--- src/rtl/decode_stage.sv ---
// Instruction-decode stage: 32x32 register file with write-through bypass, instruction decode,
// load-use hazard detection and the ID/EX pipeline register feeding the execute stage.
module decode_stage (
  input  logic        clk,
  input  logic        rst,
  input  logic [31:0] if_instr,
  input  logic [31:0] if_pc,
  input  logic        if_valid,
  input  logic        pcsrc,
  input  logic        wb_we,
  input  logic [4:0]  wb_addr,
  input  logic [31:0] wb_data,
  output logic        id_stall,
  output logic [31:0] ex_read_reg1,
  output logic [31:0] ex_read_reg2,
  output logic [31:0] ex_dest_reg,
  output logic [31:0] ex_imm,
  output logic [31:0] ex_pc,
  output logic        ex_alu_src,
  output logic [2:0]  ex_alu_ctrl,
  output logic        ex_branch,
  output logic        ex_mac,
  output logic        ex_mem_read,
  output logic        ex_mem_write,
  output logic        ex_reg_write,
  output logic [4:0]  ex_wr_addr,
  output logic        ex_valid
);

  localparam logic [5:0] OpRtype = 6'b000000;
  localparam logic [5:0] OpAddi  = 6'b001000;
  localparam logic [5:0] OpLw    = 6'b100011;
  localparam logic [5:0] OpSw    = 6'b101011;
  localparam logic [5:0] OpBeq   = 6'b000100;
  localparam logic [5:0] OpMac   = 6'b011100;

  typedef struct packed {
    logic        valid;
    logic [31:0] read_reg1;
    logic [31:0] read_reg2;
    logic [31:0] dest_reg;
    logic [31:0] imm;
    logic [31:0] pc;
    logic        alu_src;
    logic [2:0]  alu_ctrl;
    logic        branch;
    logic        mac;
    logic        mem_read;
    logic        mem_write;
    logic        reg_write;
    logic [4:0]  wr_addr;
  } idex_t;

  logic [5:0]  op, funct;
  logic [4:0]  rs, rt, rd;
  logic [31:0] rf_q [32];
  logic [31:0] rs_val, rt_val, rd_val;
  logic        wb_fwd;
  logic        dec_ok, use_rs, use_rt, use_rd;
  logic        ld_pending, hazard;
  idex_t       dec, idex_d, idex_q;

  assign op    = if_instr[31:26];
  assign rs    = if_instr[25:21];
  assign rt    = if_instr[20:16];
  assign rd    = if_instr[15:11];
  assign funct = if_instr[5:0];

  // Shift amount field is not part of this ISA subset.
  logic unused_shamt;
  assign unused_shamt = ^if_instr[10:6];

  assign wb_fwd = wb_we & (wb_addr != 5'd0);

  always_ff @(posedge clk or posedge rst) begin
    if (rst) begin
      for (int i = 0; i < 32; i++) rf_q[i] <= '0;
    end else if (wb_fwd) begin
      rf_q[wb_addr] <= wb_data;
    end
  end

  assign rs_val = (rs == 5'd0) ? '0 : (wb_fwd && wb_addr == rs) ? wb_data : rf_q[rs];
  assign rt_val = (rt == 5'd0) ? '0 : (wb_fwd && wb_addr == rt) ? wb_data : rf_q[rt];
  assign rd_val = (rd == 5'd0) ? '0 : (wb_fwd && wb_addr == rd) ? wb_data : rf_q[rd];

  always_comb begin
    dec           = '0;
    dec_ok        = 1'b0;
    use_rs        = 1'b0;
    use_rt        = 1'b0;
    use_rd        = 1'b0;
    dec.valid     = 1'b1;
    dec.read_reg1 = rs_val;
    dec.read_reg2 = rt_val;
    dec.dest_reg  = rd_val;
    dec.imm       = {{16{if_instr[15]}}, if_instr[15:0]};
    dec.pc        = if_pc + 32'd4;
    case (op)
      OpRtype: begin
        dec_ok        = 1'b1;
        use_rs        = 1'b1;
        use_rt        = 1'b1;
        dec.reg_write = 1'b1;
        dec.wr_addr   = rd;
        case (funct)
          6'b100000: dec.alu_ctrl = 3'b000;
          6'b100010: dec.alu_ctrl = 3'b001;
          6'b000100: dec.alu_ctrl = 3'b010;
          6'b000111: dec.alu_ctrl = 3'b011;
          6'b100100: dec.alu_ctrl = 3'b100;
          6'b100101: dec.alu_ctrl = 3'b101;
          default:   dec_ok       = 1'b0;
        endcase
      end
      OpAddi: begin
        dec_ok        = 1'b1;
        use_rs        = 1'b1;
        dec.alu_src   = 1'b1;
        dec.reg_write = 1'b1;
        dec.wr_addr   = rt;
      end
      OpLw: begin
        dec_ok        = 1'b1;
        use_rs        = 1'b1;
        dec.alu_src   = 1'b1;
        dec.mem_read  = 1'b1;
        dec.reg_write = 1'b1;
        dec.wr_addr   = rt;
      end
      OpSw: begin
        dec_ok        = 1'b1;
        use_rs        = 1'b1;
        use_rt        = 1'b1;
        dec.alu_src   = 1'b1;
        dec.mem_write = 1'b1;
      end
      OpBeq: begin
        dec_ok       = 1'b1;
        use_rs       = 1'b1;
        use_rt       = 1'b1;
        dec.alu_ctrl = 3'b001;
        dec.branch   = 1'b1;
      end
      OpMac: begin
        dec_ok        = 1'b1;
        use_rs        = 1'b1;
        use_rt        = 1'b1;
        use_rd        = 1'b1;
        dec.mac       = 1'b1;
        dec.reg_write = 1'b1;
        dec.wr_addr   = rd;
      end
      default: dec_ok = 1'b0;
    endcase
    // Bubbles read nothing, so they can never cause a stall.
    if (!(dec_ok && if_valid)) begin
      dec_ok = 1'b0;
      use_rs = 1'b0;
      use_rt = 1'b0;
      use_rd = 1'b0;
    end
  end

  assign ld_pending = idex_q.valid & idex_q.mem_read & (idex_q.wr_addr != 5'd0);
  assign hazard     = ld_pending & ((use_rs & (rs == idex_q.wr_addr)) |
                                    (use_rt & (rt == idex_q.wr_addr)) |
                                    (use_rd & (rd == idex_q.wr_addr)));
  // A taken branch redirects fetch, so a stall request would be meaningless.
  assign id_stall   = hazard & ~pcsrc;
  assign idex_d     = (dec_ok && !pcsrc && !hazard) ? dec : '0;

  always_ff @(posedge clk or posedge rst) begin
    if (rst) idex_q <= '0;
    else     idex_q <= idex_d;
  end

  assign ex_valid     = idex_q.valid;
  assign ex_read_reg1 = idex_q.read_reg1;
  assign ex_read_reg2 = idex_q.read_reg2;
  assign ex_dest_reg  = idex_q.dest_reg;
  assign ex_imm       = idex_q.imm;
  assign ex_pc        = idex_q.pc;
  assign ex_alu_src   = idex_q.alu_src;
  assign ex_alu_ctrl  = idex_q.alu_ctrl;
  assign ex_branch    = idex_q.branch;
  assign ex_mac       = idex_q.mac;
  assign ex_mem_read  = idex_q.mem_read;
  assign ex_mem_write = idex_q.mem_write;
  assign ex_reg_write = idex_q.reg_write;
  assign ex_wr_addr   = idex_q.wr_addr;

endmodule

--- config.mk ---
export PLATFORM = sky130hd
export DESIGN_NAME = decode_stage
export DESIGN_NICKNAME = d
export VERILOG_FILES = /design/src/rtl/decode_stage.sv
export SDC_FILE = /design/constraint.sdc
export NUM_CORES = 2
export LEC_CHECK = 0
export BUFFER_PORTS_ARGS = -buffer_cell sky130_fd_sc_hd__buf_2
export CAP_MARGIN = 40
export CORE_MARGIN = 1
export CORE_UTILIZATION = 55
export CTS_CLUSTER_SIZE = 16
export DETAILED_ROUTE_END_ITERATION = 6
export PLACE_DENSITY = 0.78
export SETUP_SLACK_MARGIN = 0.4
export SYNTH_ARGS = -nofsm -noshare
export SYNTH_HDL_FRONTEND = slang
export SYNTH_SLANG_ARGS = --single-unit
--- constraint.sdc ---
create_clock -name clk -period 45.4 [get_ports clk]
set_input_delay 4.54 -clock clk [delete_from_list [all_inputs] [get_ports clk]]
set_output_delay 4.54 -clock clk [all_outputs]
set_load 0.05 [all_outputs]
# Word-level counts from Yosys, hierarchy flattened
# Index checks and enable logic that the tools add are counted.
totals:
  ff_bits: 1199
  output_inout_bits: 176
op_classes:
  add_sub_neg: 1
  magnitude_cmp: 5
  n_eq_ne: 17
  n_mux: 35
  bitwise_logic: 15
  reduce_logical: 22
ops:
  columns: ["operator", "count"]
  rows:
  - ["$bwmux 1024", 1]
  - ["$bmux 32 s5", 3]
  - ["$mux 32", 13]
  - ["$mux 175", 1]
  - ["$demux 32 s5", 1]
  - ["$eq 6x6->1 const B", 6]
  - ["$add 32x3->32 const B", 1]
  - ["$eq 5x5->1", 6]
  - ["$ge 6x6->1 const B", 4]
  - ["$not 5->6", 4]
  - ["$eq 6x3->1 const B", 3]
  - ["$logic_not 5->1", 3]
  - ["$pmux 3 s5", 1]
  - ["$mux 1", 12]
  - ["$pmux 6 s2", 1]
  - ["$reduce_or 6->1", 2]
  - ["$reduce_bool 5->1", 2]
  - ["$and 1x1->1", 8]
  - ["$logic_and 1x1->1", 7]
  - ["$eq 6x4->1 const B", 1]
  - ["$eq 6x5->1 const B", 1]
  - ["$logic_not 6->1", 1]
  - ["$lt 6x1->1 const B", 1]
  - ["$pmux 3 s2", 1]
  - ["8 further kinds", 11]

# Logic depth before layout (Yosys ltp)
logic_depth:
  word_depth: 13
  mapped_depth: 9
  depth_no_buf: 7

# Worst setup path after synthesis
# No wires, ideal clock.
synth_timing:
  path_type: "input to output"
  startpoint: "input port if_instr[26]"
  endpoint: "output port id_stall"
  arrival_time_ps: 6786
  required_time_ps: 40860
  setup_slack_ps: 34074
  stages: 5
  path_buffers: 0
  cell_sequence: "or4b_1 nor4_1 a22o_1 a21oi_2 nor3_1"
synth_via:
  elab_chain_cells: 10
  word_cells_on_any_way: 24
  cone_classes: "eq/ne (5); mux (7); bitwise (7); reduce/logical (5)"
synth_lines:
  columns: ["element", "line", "text"]
  rows:
  - ["from (decl)", "6", "input logic [31:0] if_instr,"]
  - ["$eq 6x3->1, or another cell as far along", "99", "case (op)"]
  - ["$reduce_or 5->1 (no line)", null, null]
  - ["$pmux 1 s2", "99", null]
  - ["$logic_and 1x1->1", "157", "if (!(dec_ok && if_valid)) begin"]
  - ["$mux 1", "157", null]
  - ["$and 1x1->1, on equally long branches", "166, 167", null]
  - ["$or 1x1->1", "166", "assign hazard = ld_pending & ((use_rs & (rs == idex_q.wr_addr)) |"]
  - ["$or 1x1->1 *", "167", "(use_rt & (rt == idex_q.wr_addr)) |"]
  - ["$and 1x1->1 *", "166", null]
  - ["$and 1x1->1 *", "170", "assign id_stall = hazard & ~pcsrc;"]
  - ["to (decl)", "13", "output logic id_stall,"]
# Mark *: on every way between the ends. The rest lies on a longest branch, timed or not.

# Final worst setup path
# Ends and elaborated chain as after synthesis.

==> metrics.md <==
| Metric | Value |
|---|---|
| Status | complete, no violations |
| HP Start | rf_q[1003] |
| Post-CTS Resized | 0 |
| DRC | 0 |
| Most used DFF post-synth | dfrtp_1 |
| Synth cell types | 57 |
| CP most frequent cell | buf_2 |
| Clk Latency, worst-skew pair | 760 ps |
| H-tree levels | 4 |
| First-pass GRT wire length | 317000 um |
| Largest cells by area after synthesis | dfrtp_1 (44%), mux4_2 (26%), mux2_2 (17%), o22ai_1 (3.5%), clkbuf_1 (1.7%) |
| Final setup vio count | 0 |
| Data required time of the critical path | 40860 ps |
| Die width | 350 um |
| Post-synth EDFFs | 0 |
| Post-route cell area | 74200 sq um |
| Max cap viols | 0 |
| Reg2Reg Depth | 5 |
| Syn Nets | 4618 |
| FFs w/ async S/R, synth | 100% |
| Post-synthesis cell area | 66800 sq um |
| CTS tree | built |
| # rows | 127 |
| Core area | 120000 sq um |
| Largest net degree at the start of global routing | 142 |
| Clock Skew | 27.9 ps |
| Initial core utilization | 55.6% |
| DR vias | 46.8k |
| Hold-fix buffers, CTS | 0 |
| Nets | 4626 |
| Tot GR Track Use | 35.6% |
| Vias in the first global route | 47.6k |
| CTS Buf Count | 130 |
| Placement Cell Area | 69800 sq um |
| Final Hold Fails | 0 |
| Post-synth top area cell | dfrtp_1 |
| WHS Path Cells | 0 |
| Pleak | 0.0316 uW |
| DRT iter0 DRCs | 6421 |
| Total grt overflow | 0 |
| Die H | 350 um |
| Root buf cell | clkbuf_16 |
| Critical path fanouts, max | 5 |
| Sequential area share after synthesis | 44.3% |
| DRT Pass-1 Iters | 6 |
| IO Port Bufs | 281 |
| WL/cell | 34.5 um |
| Reg2Reg Setup Slack | 42400 ps |
| Met1 Usage GRT | 45.3% |
| Peak supply drop | 38.5 uV |
| Share of cells above drive strength 1 | 52.6% |
| Hold Path Sink | rf_q[1003] |
| GRT met2 Usage | 51.6% |
| I/O pins | 282 |
| Fin. max-slew vios | 0 |
| Antenna violations before repair | 13 |
| Gate Count Post-Synth | 4511 |
| Post-CTS setup buffers | 0 |
| Number of synthesized register bits | 1183 |
| Final wirelength | 215000 um |
| FF-to-FF End | ex_read_reg1[11] |
| Crit path cell chain | buf_2, or4b_1, nor4_1, a22o_1, a21oi_2, nor3_1, buf_2 |
| Crit path buf inv count | 2 |
| Critical path arrival | 6420 ps |
| Reg2reg start | ex_wr_addr[2] |
| Yosys Warn Count | 0 |
| Crit-path max cell delay | 610 ps |
| Fin crit period | 10960 ps |
| Number of flip-flops under the largest register name | 1024 |
| Met3 Resource Use GR | 12.3% |
| Top cell type's share of synthesized area | 44.3% |
| CP endpoint kind | primary output |
| DR vias/cell | 7.50 |
| Part of the cycle the worst path needs | 24.1% |
| RSZ-0062 raised after global routing | false |
| Worst Max-Slew Pin Slew | 1020 ps |
| Pwr Density | 42.4 nW/um^2 |
| Kind of critical path | in2out |
| Synth Area per Inst | 14.8 sq um |
| Area Overhead vs Synth | 11.1% |
| Final GP Congestion | 0.873 |
| Worst path slowest cell | or4b_1 |
| Hold WC Path Type | reg2reg |
| Clock Path Buffers | 3 |
| Fin Setup TNS | 0 ps |
| Clk sink count | 1183 |
| Most flops, register | rf_q |
| Peak Freq | 91.2 MHz |
| Slew margin rel. | 32.0% |
| CP startpoint kind | primary input |
| DRT antenna net count | 0 |
| Family with the most delay on the worst path | simple AND/OR/NAND/NOR gates |
| Busiest grt layer | met2 |
| Worst-path clk slew | 60 ps |
| DP HPWL | 121000 um |
| Die area | 123000 sq um |
==> metal layers <==
metal | wire [um] | vias up
li1 | - | 17900
met1 | 75000 | 24500
met2 | 95800 | 3507
met3 | 28500 | 960
met4 | 15900 | 12
met5 | 87 | -
==> synth_stat cells (7+ instances only) <==
library cell  instances
o21ai_0               7
buf_4                24
buf_2               144
nand2_1              43
mux2i_1             101
buf_6                 7
mux4_2              766
mux2_2              983
o22ai_1             373
inv_1                23
nor2_1              189
xor2_1               33
nor4_1               99
a211oi_1              7
nor3_1               16
nand3b_1              9
dfrtp_1            1183
nand3_1              33
mux2_1                9
clkbuf_1            296
a21oi_1               8
xnor2_1              25
buf_1                58
==> logic make-up after synthesis <==
group | after synthesis | synth area share (%)
buf+inv | 557 | 3.62
mux | 1859 | 44.1
compound gates | 420 | 4.02
simple gates | 433 | 3.19
fa+ha+maj | 1 | 0.0187
xor+xnor | 58 | 0.761
flops | 1183 | 44.3
==> layout by cell type, fill, tap and decap left out, types with 27 or more instances in the layout <==
cell / Yosys / routed
clkbuf_8: 0 / 29
clkbuf_16: 0 / 136
mux2i_1: 101 / 101
nor4_1: 99 / 99
nand3_1: 33 / 27
o22ai_1: 373 / 373
xor2_1: 33 / 33
clkbuf_1: 296 / 30
mux4_2: 766 / 766
mux2_2: 983 / 983
buf_2: 144 / 276
buf_4: 24 / 93
dfrtp_1: 1183 / 1183
nor2_1: 189 / 177
==> area by class of cell <==
class / count / area [sq um]
Fill cell: 8533 / 45900
Multi-Input combinational cell: 2771 / 35000
Sequential cell: 1183 / 29600
Clock buffer: 195 / 3920
Timing Repair Buffer: 409 / 3050
Tap cell: 1612 / 2020
Clock inverter: 40 / 468
Inverter: 24 / 97.6
Antenna cell: 9 / 22.5
==> power by group <==
| group | internal [uW] | total [uW] | switching [uW] |
|---|---|---|---|
| combinational | 403 | 657 | 254 |
| clock | 648 | 1090 | 444 |
| sequential | 1230 | 1400 | 168 |
| total | 2280 | 3150 | 867 |
==> per-stage QoR <==
stage / power [uW] / utilization [%] / worst slack (ps) / hold slack [ps] / std cells
final: 3150 / 61.8 / 34440 / 417 / 6243
after global routing: 3250 / 61.8 / 34270 / 429 / 6238
after CTS: 3140 / 61.7 / 34430 / 417 / 6234
after detailed placement: 2050 / 58.1 / 34420 / 403 / 5999
after global placement: 2010 / 57.4 / 34400 / 395 / 5967
after floorplan: 1880 / - / 7540 / 458 / 4511
==> how the worst max path moves through the flow <==
stage	startpoint	cells after the start	slack, ps	endpoint
after floorplan	rst	1	7540	ex_alu_ctrl[0]
after global placement	if_instr[16]	7	34400	id_stall
after detailed placement	if_instr[16]	7	34420	id_stall
after CTS	if_instr[16]	7	34430	id_stall
after global routing	if_instr[16]	7	34270	id_stall
final	if_instr[26]	7	34440	id_stall
(Power assumes the default switching activity.)
